### config.mk
export PLATFORM = sky130hd
export DESIGN_NAME = imem_program_loader
export DESIGN_NICKNAME = d
export VERILOG_FILES = /design/src/rtl/imem_program_loader.sv
export SDC_FILE = /design/constraint.sdc
export NUM_CORES = 1
export LEC_CHECK = 0
export CORE_MARGIN = 1
export CORE_UTILIZATION = 29
export CTS_BUF_LIST = sky130_fd_sc_hd__clkbuf_8
export CTS_CLUSTER_SIZE = 24
export DETAILED_ROUTE_END_ITERATION = 8
export GPL_ROUTABILITY_DRIVEN = 0
export PLACE_DENSITY = 0.58
export SYNTH_ARGS = -nofsm -noshare
export SYNTH_HDL_FRONTEND = slang
export SYNTH_SLANG_ARGS = --single-unit
### constraint.sdc
create_clock -name clk -period 2.2 [get_ports clk]
set_clock_uncertainty 0.2 [all_clocks]
set_input_delay 0.44 -clock clk [delete_from_list [all_inputs] [get_ports clk]]
set_output_delay 0.44 -clock clk [all_outputs]
set_load 0.005 [all_outputs]
### src/rtl/imem_program_loader.sv
`default_nettype none
// ============================================================================
// Module      : imem_program_loader
// Description : Boot-time loader for the instruction memory of the 8-bit
//               single-cycle core. Takes a byte stream over valid/ready:
//               one count byte (0 means 256) followed by high/low byte pairs.
//               Each pair is written as one 16-bit word at consecutive
//               addresses from 0. The core is held frozen until the image
//               is complete.
//               Optional feature macro: IMEM_LOADER_CHECKSUM_EN.
//               When it is defined, one trailing byte must equal the XOR of
//               all data bytes, or the load ends in the error state.
// Revision    : 1.0 - initial release
// ============================================================================
module imem_program_loader #(
    parameter int ADDR_W = 8,
    parameter int DEPTH  = 256
) (
    input  logic              clk,
    input  logic              rst_n,
    input  logic              start,
    input  logic              in_valid,
    input  logic [7:0]        in_byte,
    output logic              in_ready,
    output logic              imem_we,
    output logic [ADDR_W-1:0] imem_addr,
    output logic [15:0]       imem_wdata,
    output logic              cpu_hold,
    output logic              done,
    output logic              err
);

    // Remaining-word counter must hold DEPTH itself (a count byte of 0).
    localparam int CNT_W = $clog2(DEPTH) + 1;

    localparam logic [2:0] S_IDLE  = 3'd0;
    localparam logic [2:0] S_COUNT = 3'd1;
    localparam logic [2:0] S_HI    = 3'd2;
    localparam logic [2:0] S_LO    = 3'd3;
    localparam logic [2:0] S_WRITE = 3'd4;
    localparam logic [2:0] S_DONE  = 3'd5;
`ifdef IMEM_LOADER_CHECKSUM_EN
    localparam logic [2:0] S_ERR   = 3'd6;
    localparam logic [2:0] S_CHK   = 3'd7;
`endif

    logic [2:0]        state_q,  state_d;
    logic [ADDR_W-1:0] addr_q,   addr_d;
    logic [7:0]        hi_q,     hi_d;
    logic [7:0]        lo_q,     lo_d;
    logic [CNT_W-1:0]  remain_q, remain_d;
`ifdef IMEM_LOADER_CHECKSUM_EN
    logic [7:0]        ck_q,     ck_d;
`endif

    logic              xfer;
    logic [CNT_W-1:0]  count_decoded;

    // Byte acceptance is a pure function of the state so sources see a stable ready.
    always_comb begin
        in_ready = 1'b0;
        case (state_q)
            S_COUNT, S_HI, S_LO: in_ready = 1'b1;
`ifdef IMEM_LOADER_CHECKSUM_EN
            S_CHK:               in_ready = 1'b1;
`endif
            default:             in_ready = 1'b0;
        endcase
    end

    assign xfer = in_valid & in_ready;

    // A count byte of zero stands for a full memory image.
    assign count_decoded = (in_byte == 8'd0) ? CNT_W'(DEPTH) : CNT_W'(in_byte);

    // Registered-state outputs; imem_addr keeps its value between writes.
    assign imem_we    = (state_q == S_WRITE);
    assign imem_addr  = addr_q;
    assign imem_wdata = {hi_q, lo_q};
    assign done       = (state_q == S_DONE);
    assign cpu_hold   = (state_q != S_DONE);
`ifdef IMEM_LOADER_CHECKSUM_EN
    assign err        = (state_q == S_ERR);
`else
    assign err        = 1'b0;
`endif

    // Next-state and datapath update for the load sequence.
    always_comb begin
        state_d  = state_q;
        addr_d   = addr_q;
        hi_d     = hi_q;
        lo_d     = lo_q;
        remain_d = remain_q;
`ifdef IMEM_LOADER_CHECKSUM_EN
        ck_d     = ck_q;
`endif
        case (state_q)
            // IDLE, DONE and ERR all restart a fresh load on start.
            S_IDLE, S_DONE: begin
                if (start) begin
                    state_d  = S_COUNT;
                    addr_d   = '0;
                    remain_d = '0;
`ifdef IMEM_LOADER_CHECKSUM_EN
                    ck_d     = 8'd0;
`endif
                end
            end
`ifdef IMEM_LOADER_CHECKSUM_EN
            S_ERR: begin
                if (start) begin
                    state_d  = S_COUNT;
                    addr_d   = '0;
                    remain_d = '0;
                    ck_d     = 8'd0;
                end
            end
`endif
            S_COUNT: begin
                if (xfer) begin
                    remain_d = count_decoded;
                    state_d  = S_HI;
                end
            end
            S_HI: begin
                if (xfer) begin
                    hi_d    = in_byte;
`ifdef IMEM_LOADER_CHECKSUM_EN
                    ck_d    = ck_q ^ in_byte;
`endif
                    state_d = S_LO;
                end
            end
            S_LO: begin
                if (xfer) begin
                    lo_d    = in_byte;
`ifdef IMEM_LOADER_CHECKSUM_EN
                    ck_d    = ck_q ^ in_byte;
`endif
                    state_d = S_WRITE;
                end
            end
            S_WRITE: begin
                // Address wraps naturally at DEPTH since DEPTH == 2**ADDR_W.
                addr_d   = addr_q + ADDR_W'(1);
                remain_d = remain_q - CNT_W'(1);
                if (remain_q == CNT_W'(1)) begin
`ifdef IMEM_LOADER_CHECKSUM_EN
                    state_d = S_CHK;
`else
                    state_d = S_DONE;
`endif
                end else begin
                    state_d = S_HI;
                end
            end
`ifdef IMEM_LOADER_CHECKSUM_EN
            S_CHK: begin
                if (xfer) begin
                    state_d = (in_byte == ck_q) ? S_DONE : S_ERR;
                end
            end
`endif
            default: begin
                state_d = S_IDLE;
            end
        endcase
    end

    // State and datapath registers with synchronous active-low reset.
    always_ff @(posedge clk) begin
        if (!rst_n) begin
            state_q  <= S_IDLE;
            addr_q   <= '0;
            hi_q     <= 8'd0;
            lo_q     <= 8'd0;
            remain_q <= '0;
        end else begin
            state_q  <= state_d;
            addr_q   <= addr_d;
            hi_q     <= hi_d;
            lo_q     <= lo_d;
            remain_q <= remain_d;
        end
    end

`ifdef IMEM_LOADER_CHECKSUM_EN
    // Running XOR of the data bytes of the current image.
    always_ff @(posedge clk) begin
        if (!rst_n) begin
            ck_q <= 8'd0;
        end else begin
            ck_q <= ck_d;
        end
    end
`endif

endmodule
`default_nettype wire

* Yosys cells after proc, flatten, opt, wreduce, memory -nomap -nowiden
Index checks and enable logic that the tools add are counted.
** Operators by class
- Add/subtract/negate cells :: 2
- Equality and inequality tests :: 11
- Multiplexer cells :: 13
- Bitwise logic cells :: 1
- Reductions and logical operators :: 11
** Operators with widths (count)
- two-way mux 9 bit :: 3
- one-hot mux 9 bit (3 select lines) :: 1
- one-hot mux 8 bit (2 select lines) :: 1
- two-way mux 3 bit :: 5
- one-hot mux 3 bit (5 select lines) :: 1
- equality test 9 x 1 -> 1 bit, second input constant :: 1
- subtractor 9 x 1 -> 9 bit, second input constant :: 1
- adder 8 x 1 -> 8 bit, second input constant :: 1
- logical NOT 8 bit :: 1
- two-way mux 8 bit :: 1
- != test 2 bit, second input constant :: 4
- equality test 3 x 2 -> 1 bit, second input constant :: 2
- equality test 3 bit, second input constant :: 2
- AND reduction 2 bit :: 3
- AND reduction 4 bit :: 1
- equality test 3 x 1 -> 1 bit, second input constant :: 1
- logical NOT 3 bit :: 1
- != test 3 bit, second input constant :: 1
- AND reduction 3 bit :: 1
- nonzero test 3 bit :: 1
- OR reduction 3 bit :: 1
- nonzero test 2 bit :: 1
- OR reduction 2 bit :: 1
- AND 1 bit :: 1
- two-way mux 1 bit :: 1
** Storage, ports and cells
- Register bits after elaboration :: 36
- Input port bits :: 12
- Output and inout port bits :: 29
- Logic and storage cells :: 43

* Longest topological paths before layout
Gate-level depths: netlist (run 1).
- Depth in word-level cells :: 6
- Gate-level depth with buffers :: 7
- Depth with buffers taken out :: 6

* Worst setup path after synthesis (run 1)
OpenSTA, ideal clock, no wires.
- Kind :: flip-flop to flip-flop
- From :: register remain_q[0]
- To :: register remain_q[8]
- Library setup time :: 0.116 ns
- Arrival time :: 1.560 ns
- Required time :: 1.884 ns
- Slack :: 0.324 ns
- Stages on the path, launching flop included :: 8
- Path buffers :: 1
- Period minus slack after synthesis :: 1.876 ns
- Path through :: dfxtp_1 -> inv_1 -> ha_1 -> or3b_1 -> clkbuf_1 -> o41ai_1 -> a21oi_1 -> a31o_2
** On the way
- Cells in the longest elaborated chain, start to end :: 2
** RTL lines
- from (decl) :: line 51 : logic [CNT_W-1:0] remain_q, remain_d;
- from (signal assigned) :: line 184 : remain_q <= remain_d;
- subtractor 9 x 1 -> 9 bit :: line 147 : remain_d = remain_q - CNT_W'(1);
- one-hot mux 9 bit (3 select lines) :: line 98 : case (state_q)
No other way between the ends.
A chain may end at the register's enable or synchronous reset.

* Worst setup path after layout (run 1)
- From :: register state_q[0]
- To :: output in_ready
** On the way
- Cells in the longest elaborated chain, start to end :: 3
- Elaborated cells on any way between the ends :: 5
- Classes of those cells :: 3 x eq/ne; 1 x mux; 1 x reduce/logical
** RTL lines
- from (decl) :: line 47 : logic [2:0] state_q, state_d;
- from (signal assigned) :: line 180 : state_q <= state_d;
- equality test 3 x 2 -> 1 bit or equality test 3 x 1 -> 1 bit (tied branches) :: line 62 : case (state_q)
- OR reduction 3 bit (*) :: line 62
- two-way mux 1 bit (*) :: line 62
- to (decl) :: line 24 : output logic in_ready,
Mark *: on every way between the ends. The rest lies on a longest branch, timed or not.

==> reports/results.ini, run 1 <==
[floorplan]
die-area_sq_um = 6890
io-pin-count = 41
start_util_pct = 30.0
coreArea_sq_um = 6350
die_h_microns = 83.0
die_x_microns = 83.0
rows = 29

[run_status]
status = finished clean

[power_and_ir_drop]
totalPowerFinal_mw = 2.04
ir_drop_mv = 0.278
p_leak_nw = 1.03
p_per_area_nw_per_um2 = 784

[worst_setup_path]
cp_max_fo = 8
critical_path_arrival_ps = 1460
critPathLaunchType = flip-flop
worstSetupPathType = reg2out
endpoint_kind = primary output
required_ps = 1560
r2r_end = remain_q[8]
worstReg2RegStart = remain_q[0]
cp-startpoint = state_q[0]
r2r_setup_slack_ps = 210
crit_path_end = in_ready
reg2reg_depth = 6

[routing]
vias_per_cell = 5.06
firstDrtPassIters = 4
routed-via-count = 1825
drt_iter0_drc = 111
wl_per_cell_microns = 13.3
drcViolationCount = 0
antenna_left = 0
wirelength_mm = 4.81

[yosys]
yosysUniqueCellTypes = 51
seq_area_frac_synth_pct = 37.9
synth_area_per_cell_sq_um = 8.24
postSynth.asyncResetShare_pct = 0
synthesis.nets = 246
synth_warnings = 0
synthCells = 231
synth_edf_count = 0
synth_flop_cell = dfxtp_1
synth-seq-cells = 36
synth_area_sq_um = 1900

[layout]
areaGrowthSynthToFinish_pct = 36.6
drive_above_1_share_pct = 15.1
final_common_cell = nand2_1
fin_util_pct = 40.9
diodes = 0
nets = 298
final_cell_mix = nand2_1 (44), clkdlybuf4s50_1 (36), dfxtp_1 (33)

[sta]
post-route-period-util_pct = 95.6
rsz0062_at_grt = false
hold_viol_final = 0
timing.hold.ws_ps = 264
setup_viol = 0
worst_slew_pin_slew_ps = 485
finalCriticalPeriod_ps = 2100
slew_headroom_pct = 67.2
slew_viol_final = 0
fmax_mhz = 475

[clock_tree]
numCtsBuffers = 5
cts-root-buf = clkbuf_8
cts_tree = yes
path_clk_slew_ps = 70
clk_latency_ps = 290
clock_path_buffers = 2
clock-sinks = 36
cts_hold_buffers = 0
cts.htree.levels = 2

[placed_design]
place_hpwl_mm = 3.59
port_buffers = 39

[job]
cap_violations = 0

[global_route]
antenna_found_initial = 0
grt_start_max_net_pins = 27
grt_pass1_vias = 1620
grt_overflow = 0
gr-usage-all-layers_pct = 13.7
grt_pass1_wl_mm = 7.69

[min_path]
hold_class = reg2reg

[cells in the mapped netlist (3+ instances only)]
cell type | count | area (sq um)
and3b_1 | 3 | 26.3
mux2i_1 | 3 | 30.0
a31oi_1 | 4 | 25.0
and2_1 | 4 | 25.0
clkbuf_1 | 7 | 26.3
dfxtp_1 | 36 | 721
a31o_2 | 4 | 35.0
o211ai_1 | 6 | 45.0
a21oi_1 | 9 | 45.0
o211a_1 | 3 | 30.0
a21boi_0 | 16 | 120
buf_2 | 4 | 20.0
nand4_1 | 3 | 18.8
nand3_1 | 3 | 15.0
nor4_1 | 5 | 31.3
buf_4 | 4 | 30.0
and3_1 | 7 | 43.8
ha_1 | 3 | 37.5
nor2_1 | 7 | 26.3
nor3_1 | 3 | 15.0
inv_1 | 6 | 22.5
nand2_1 | 44 | 165
o21ai_0 | 11 | 55.1
[power by group]
part	leakage, nW	internal [mW]	switching [mW]
sequential	0.293	0.719	0.0681
combinational	0.678	0.334	0.348
clock	0.0593	0.332	0.238
total	1.03	1.38	0.654
[layer usage]
metal | vias to the layer above | wire (microns) | GRT usage (%)
met2 | 32 | 2320 | 22.0
met4 | 0 | 36 | 4.70
met3 | 4 | 158 | 2.49
met1 | 859 | 2300 | 18.5
li1 | 930 | - | -
met5 | - | 0 | 0
[worst min-delay path by stage]
| stage | from | endpoint | slack, ps | cells after the start |
|---|---|---|---|---|
| 2_1_floorplan | hi_q[0] | hi_q[0] | 260 | 2 |
| 3_5_place_dp | lo_q[4] | lo_q[4] | 260 | 2 |
| 3_3_place_gp | hi_q[4] | hi_q[4] | 250 | 2 |
| 4_1_cts | lo_q[4] | lo_q[4] | 270 | 2 |
| 5_1_grt | hi_q[0] | hi_q[0] | 290 | 2 |
| 6_report | lo_q[1] | lo_q[1] | 260 | 2 |
[through the flow]
step	cell area (sq um)	TNS, ps	setup slack, ps	cells
after CTS	2590	0	4.79	361
after global routing	2600	0	13.2	361
after detailed placement	2480	-83.3	-42.1	353
after global placement	2480	-40.7	-24.4	353
after floorplan	1900	0	324	231
final	2600	0	96.6	361
[final cells by class]
class	instances	area, sq um
multi-input combinational	173	1080
sequential	36	727
timing repair buffer	60	561
tap	77	96.3
clock buffer	5	68.8
inverter	7	28.8
fill	651	3750
clock inverter	3	38.8
[kinds of logic (layout without fill, tap and decap cells)]
logic type                 Yosys count  after routing  synth area share [%]
AOI/OAI and AO/OA                   68             68                  25.9
xor gates and xnor gates             3              3                  1.38
adders and majority gates            3              3                  1.97
buffers and inverters               22             75                  5.52
DFF                                 36             36                  37.9
muxes                                3              3                  1.58
other                                1              1                 0.197
and+or+nand+nor                     95             95                  25.6
[state kept, by name (all words and copies together), names as in the netlist]
register	flops
imem_addr	8
lo_q	8
state_q	3
remain_q	9
hi_q	8
[what timing repair did]
action                     in CTS  in global routing
gates resized for setup         6                  2
setup buffers                   0                  0
setup endpoints to repair       4                  2
[worst max-delay path, cell delays in order (launching register included)]
cell and delay (ps):
dfxtp_4 380, buf_4 160, nor2_1 50, nor2_1 80, clkdlybuf4s50_1 500
Note: power is estimated with default switching activity, not from simulation.
==> inputs of run 2 (changes only) <==
- ABC_AREA: not set -> 1
==> run 2 against run 1 <==
  * Cell area decreased by 3.3%
  * Critical path type unchanged
  * Sequential power is 19% higher
  * Power grew 44%
  * Largest power group is now combinational cells
  * Clock power is 3.9% higher
  * First-iteration DRC count down 14%
  * Core utilization is 1.4 points lower
  * Sequential share of layout area increased by 0.86 points
  * Setup slack improved by 3.4 ps
  * Area after synthesis is 0.26% lower
  * Final cell count is 15% higher
  * Synthesized cell count is 27% higher
  * Via count is 4.7% higher
==> reports/results.ini, run 2 <==
[run_status]
status = finished clean

[routing]
routed-via-count = 1910  ; +4.7%
drcViolationCount = 0  ; unchanged
drt_iter0_drc = 96  ; -14%
wirelength_mm = 4.74  ; -1.5%
vias_per_cell = 4.59  ; -9.2%
firstDrtPassIters = 4  ; unchanged
wl_per_cell_microns = 11.4  ; -15%
antenna_left = 0  ; unchanged

[min_path]
holdPathStages = 2  ; unchanged
whs_endpoint = lo_q[4]
hp-start = lo_q[4]
hold_class = reg2reg

[yosys]
postSynth.asyncResetShare_pct = 0  ; unchanged
yosysTopAreaCellShare_pct = 38.0  ; +0.10 points
synthesis.nets = 308  ; +25%
synth-seq-cells = 36  ; unchanged
synth_flop_cell = dfxtp_1
seq_area_frac_synth_pct = 38.0  ; +0.10 points
synth_area_per_cell_sq_um = 6.48  ; -21%
synth_area_sq_um = 1900  ; -0.26%
yosysUniqueCellTypes = 26  ; -49%
synthCells = 293  ; +27%
yosys.area.top_type = dfxtp_1
synth_warnings = 0  ; unchanged
synth_most_common_cell = nand2_1
synth_edf_count = 0  ; unchanged
netlist_top_cells_area = dfxtp_1 (38%), nand2_1 (14%), nor2_1 (12%)
synth_commonest_cells = nand2_1 (69), nor2_1 (62), dfxtp_1 (36)

[worst_setup_path]
critPathLaunchType = flip-flop
worstReg2RegStart = remain_q[0]
cp_max_fo = 5  ; -3
cp_cell_sequence = nand2_2, nor2_1, clkdlybuf4s50_1
reg2reg_depth = 10  ; +4
slowest_stage = clkdlybuf4s50_1
critical_path_arrival_ps = 1460  ; about the same
endpoint_kind = primary output
r2r_setup_slack_ps = 550  ; +340 ps
worstSetupPathType = reg2out
required_ps = 1560  ; about the same
r2r_end = remain_q[6]
cpPeakStageDelay_ps = 520  ; +20 ps

[clock_tree]
post_cts.repair.setup_buffers = 0  ; unchanged
numCtsBuffers = 5  ; unchanged
path_clk_slew_ps = 80  ; about the same
clk_latency_ps = 290  ; about the same
cts_tree = yes
clock-sinks = 36  ; unchanged
cts_repair_resize_count = 2  ; -4
cts.htree.levels = 2  ; unchanged
cts-root-buf = clkbuf_8
cts_hold_buffers = 0  ; unchanged
clock_path_buffers = 2  ; unchanged

[global_route]
grt_pass1_wl_mm = 8.22  ; +6.9%
antenna_found_initial = 0  ; unchanged
grt_overflow = 0  ; unchanged
grt_pass1_vias = 1781  ; +9.9%
gr-usage-all-layers_pct = 14.5  ; +0.82 points
grt_start_max_net_pins = 15  ; -44%

[sta]
fin_ws_ps = 100  ; +3.42 ps
hold_viol_final = 0  ; unchanged
fmax_mhz = 476  ; +0.16%
slew_viol_final = 0  ; unchanged
finalCriticalPeriod_ps = 2100  ; -3.42 ps
rsz0062_at_grt = false
setup_viol = 0  ; unchanged
fin_tns_setup_ps = 0  ; unchanged
post-route-period-util_pct = 95.5  ; -0.16 points

[floorplan]
start_util_pct = 29.9  ; -0.079 points
rows = 29  ; unchanged
die_h_microns = 82.9  ; -0.13%
coreArea_sq_um = 6350  ; unchanged
io-pin-count = 41  ; unchanged
die_x_microns = 82.9  ; -0.13%
die-area_sq_um = 6870  ; -0.26%

[power_and_ir_drop]
ir_drop_mv = 0.679  ; +140%
p_per_area_nw_per_um2 = 1170  ; +49%
p_leak_nw = 1.01  ; -1.6%
totalPowerFinal_mw = 2.93  ; +44%

[layout]
final_cell_mix = nand2_1 (68), nor2_1 (61), clkdlybuf4s50_1 (39)
nets = 353  ; +18%
final_common_cell = nand2_1
diodes = 0  ; unchanged
largest_reg_flops = 9  ; unchanged
areaGrowthSynthToFinish_pct = 32.4
regArea_sq_um = 724  ; -0.34%
final_area_sq_um = 2510  ; -3.3%
nFillCells = 686  ; +5.4%
multiInputGateArea_sq_um = 1040  ; -3.9%
top_register = remain_q
drive_above_1_share_pct = 10.3  ; -4.8 points

[placed_design]
port_buffers = 39  ; unchanged
place_hpwl_mm = 3.59  ; about the same
place_ws_ps = 226  ; +268 ps
postPlaceCellArea_sq_um = 2390  ; -3.6%

[job]
cap_violations = 0  ; unchanged

==> run 2: cell types whose count changed after synthesis, sizes merged, moves of 11 or more <==
cell    before  now
nand2       45   73
a21oi        9   21
a21boi      17    0
inv          7   27
o21ai       11   22
nand3        3   29
nor2         7   65
==> run 2: stage by stage <==
stage	utilization [%]	hold slack, ps	cells
2_1_floorplan	-	252	293
3_3_place_gp	37.7	249	408
3_5_place_dp	37.7	255	408
4_1_cts	39.5	268	416
5_1_grt	39.6	284	416
6_report	39.6	268	416
==> run 2: final cells by class <==
class / count / area share [%]
Inverter: 27 / 4.03
Sequential cell: 36 / 28.8
Timing Repair Buffer: 46 / 17.6
Clock inverter: 3 / 1.69
Clock buffer: 5 / 2.74
Tap cell: 77 / 3.83
Multi-Input combinational cell: 222 / 41.3
==> run 2: worst max-delay path by stage <==
stage,cells past startpoint,to,start
floorplan,7,state_q[0],state_q[0]
global placement,8,remain_q[7],in_valid
detailed placement,8,remain_q[7],in_valid
CTS,5,cpu_hold,state_q[1]
global route,4,imem_we,state_q[0]
finish,3,done,state_q[0]
==> run 2: critical path: cells and delay by family, from the launching register on <==
kind	cells	cell delay, ps
simple gates	2	230
flops	1	420
buf+inv	1	520
==> run 2: where the power goes <==
part           internal, mW  switching [mW]
Clock                 0.335           0.256
Combinational         0.563           0.844
Sequential            0.801           0.132
==> run 2: cell families (layout without fill, tap and decap cells) <==
| kind of cell | Yosys count | in the layout | synth area share [%] |
|---|---|---|---|
| AOI/OAI and AO/OA | 46 | 46 | 13.4 |
| xor gates and xnor gates | 1 | 1 | 0.462 |
| adders and majority gates | 3 | 3 | 1.98 |
| buffers and inverters | 35 | 81 | 7.65 |
| DFF | 36 | 36 | 38.0 |
| other | 1 | 1 | 0.198 |
| and+or+nand+nor | 171 | 171 | 38.3 |
==> run 2: metal layers <==
metal	GRT usage (%)	wire [microns]	vias to the layer above
met4	6.58	97	0
met5	0	0	-
li1	-	-	1017
met2	23.3	2120	34
met1	18.6	2310	850
met3	3.28	204	9
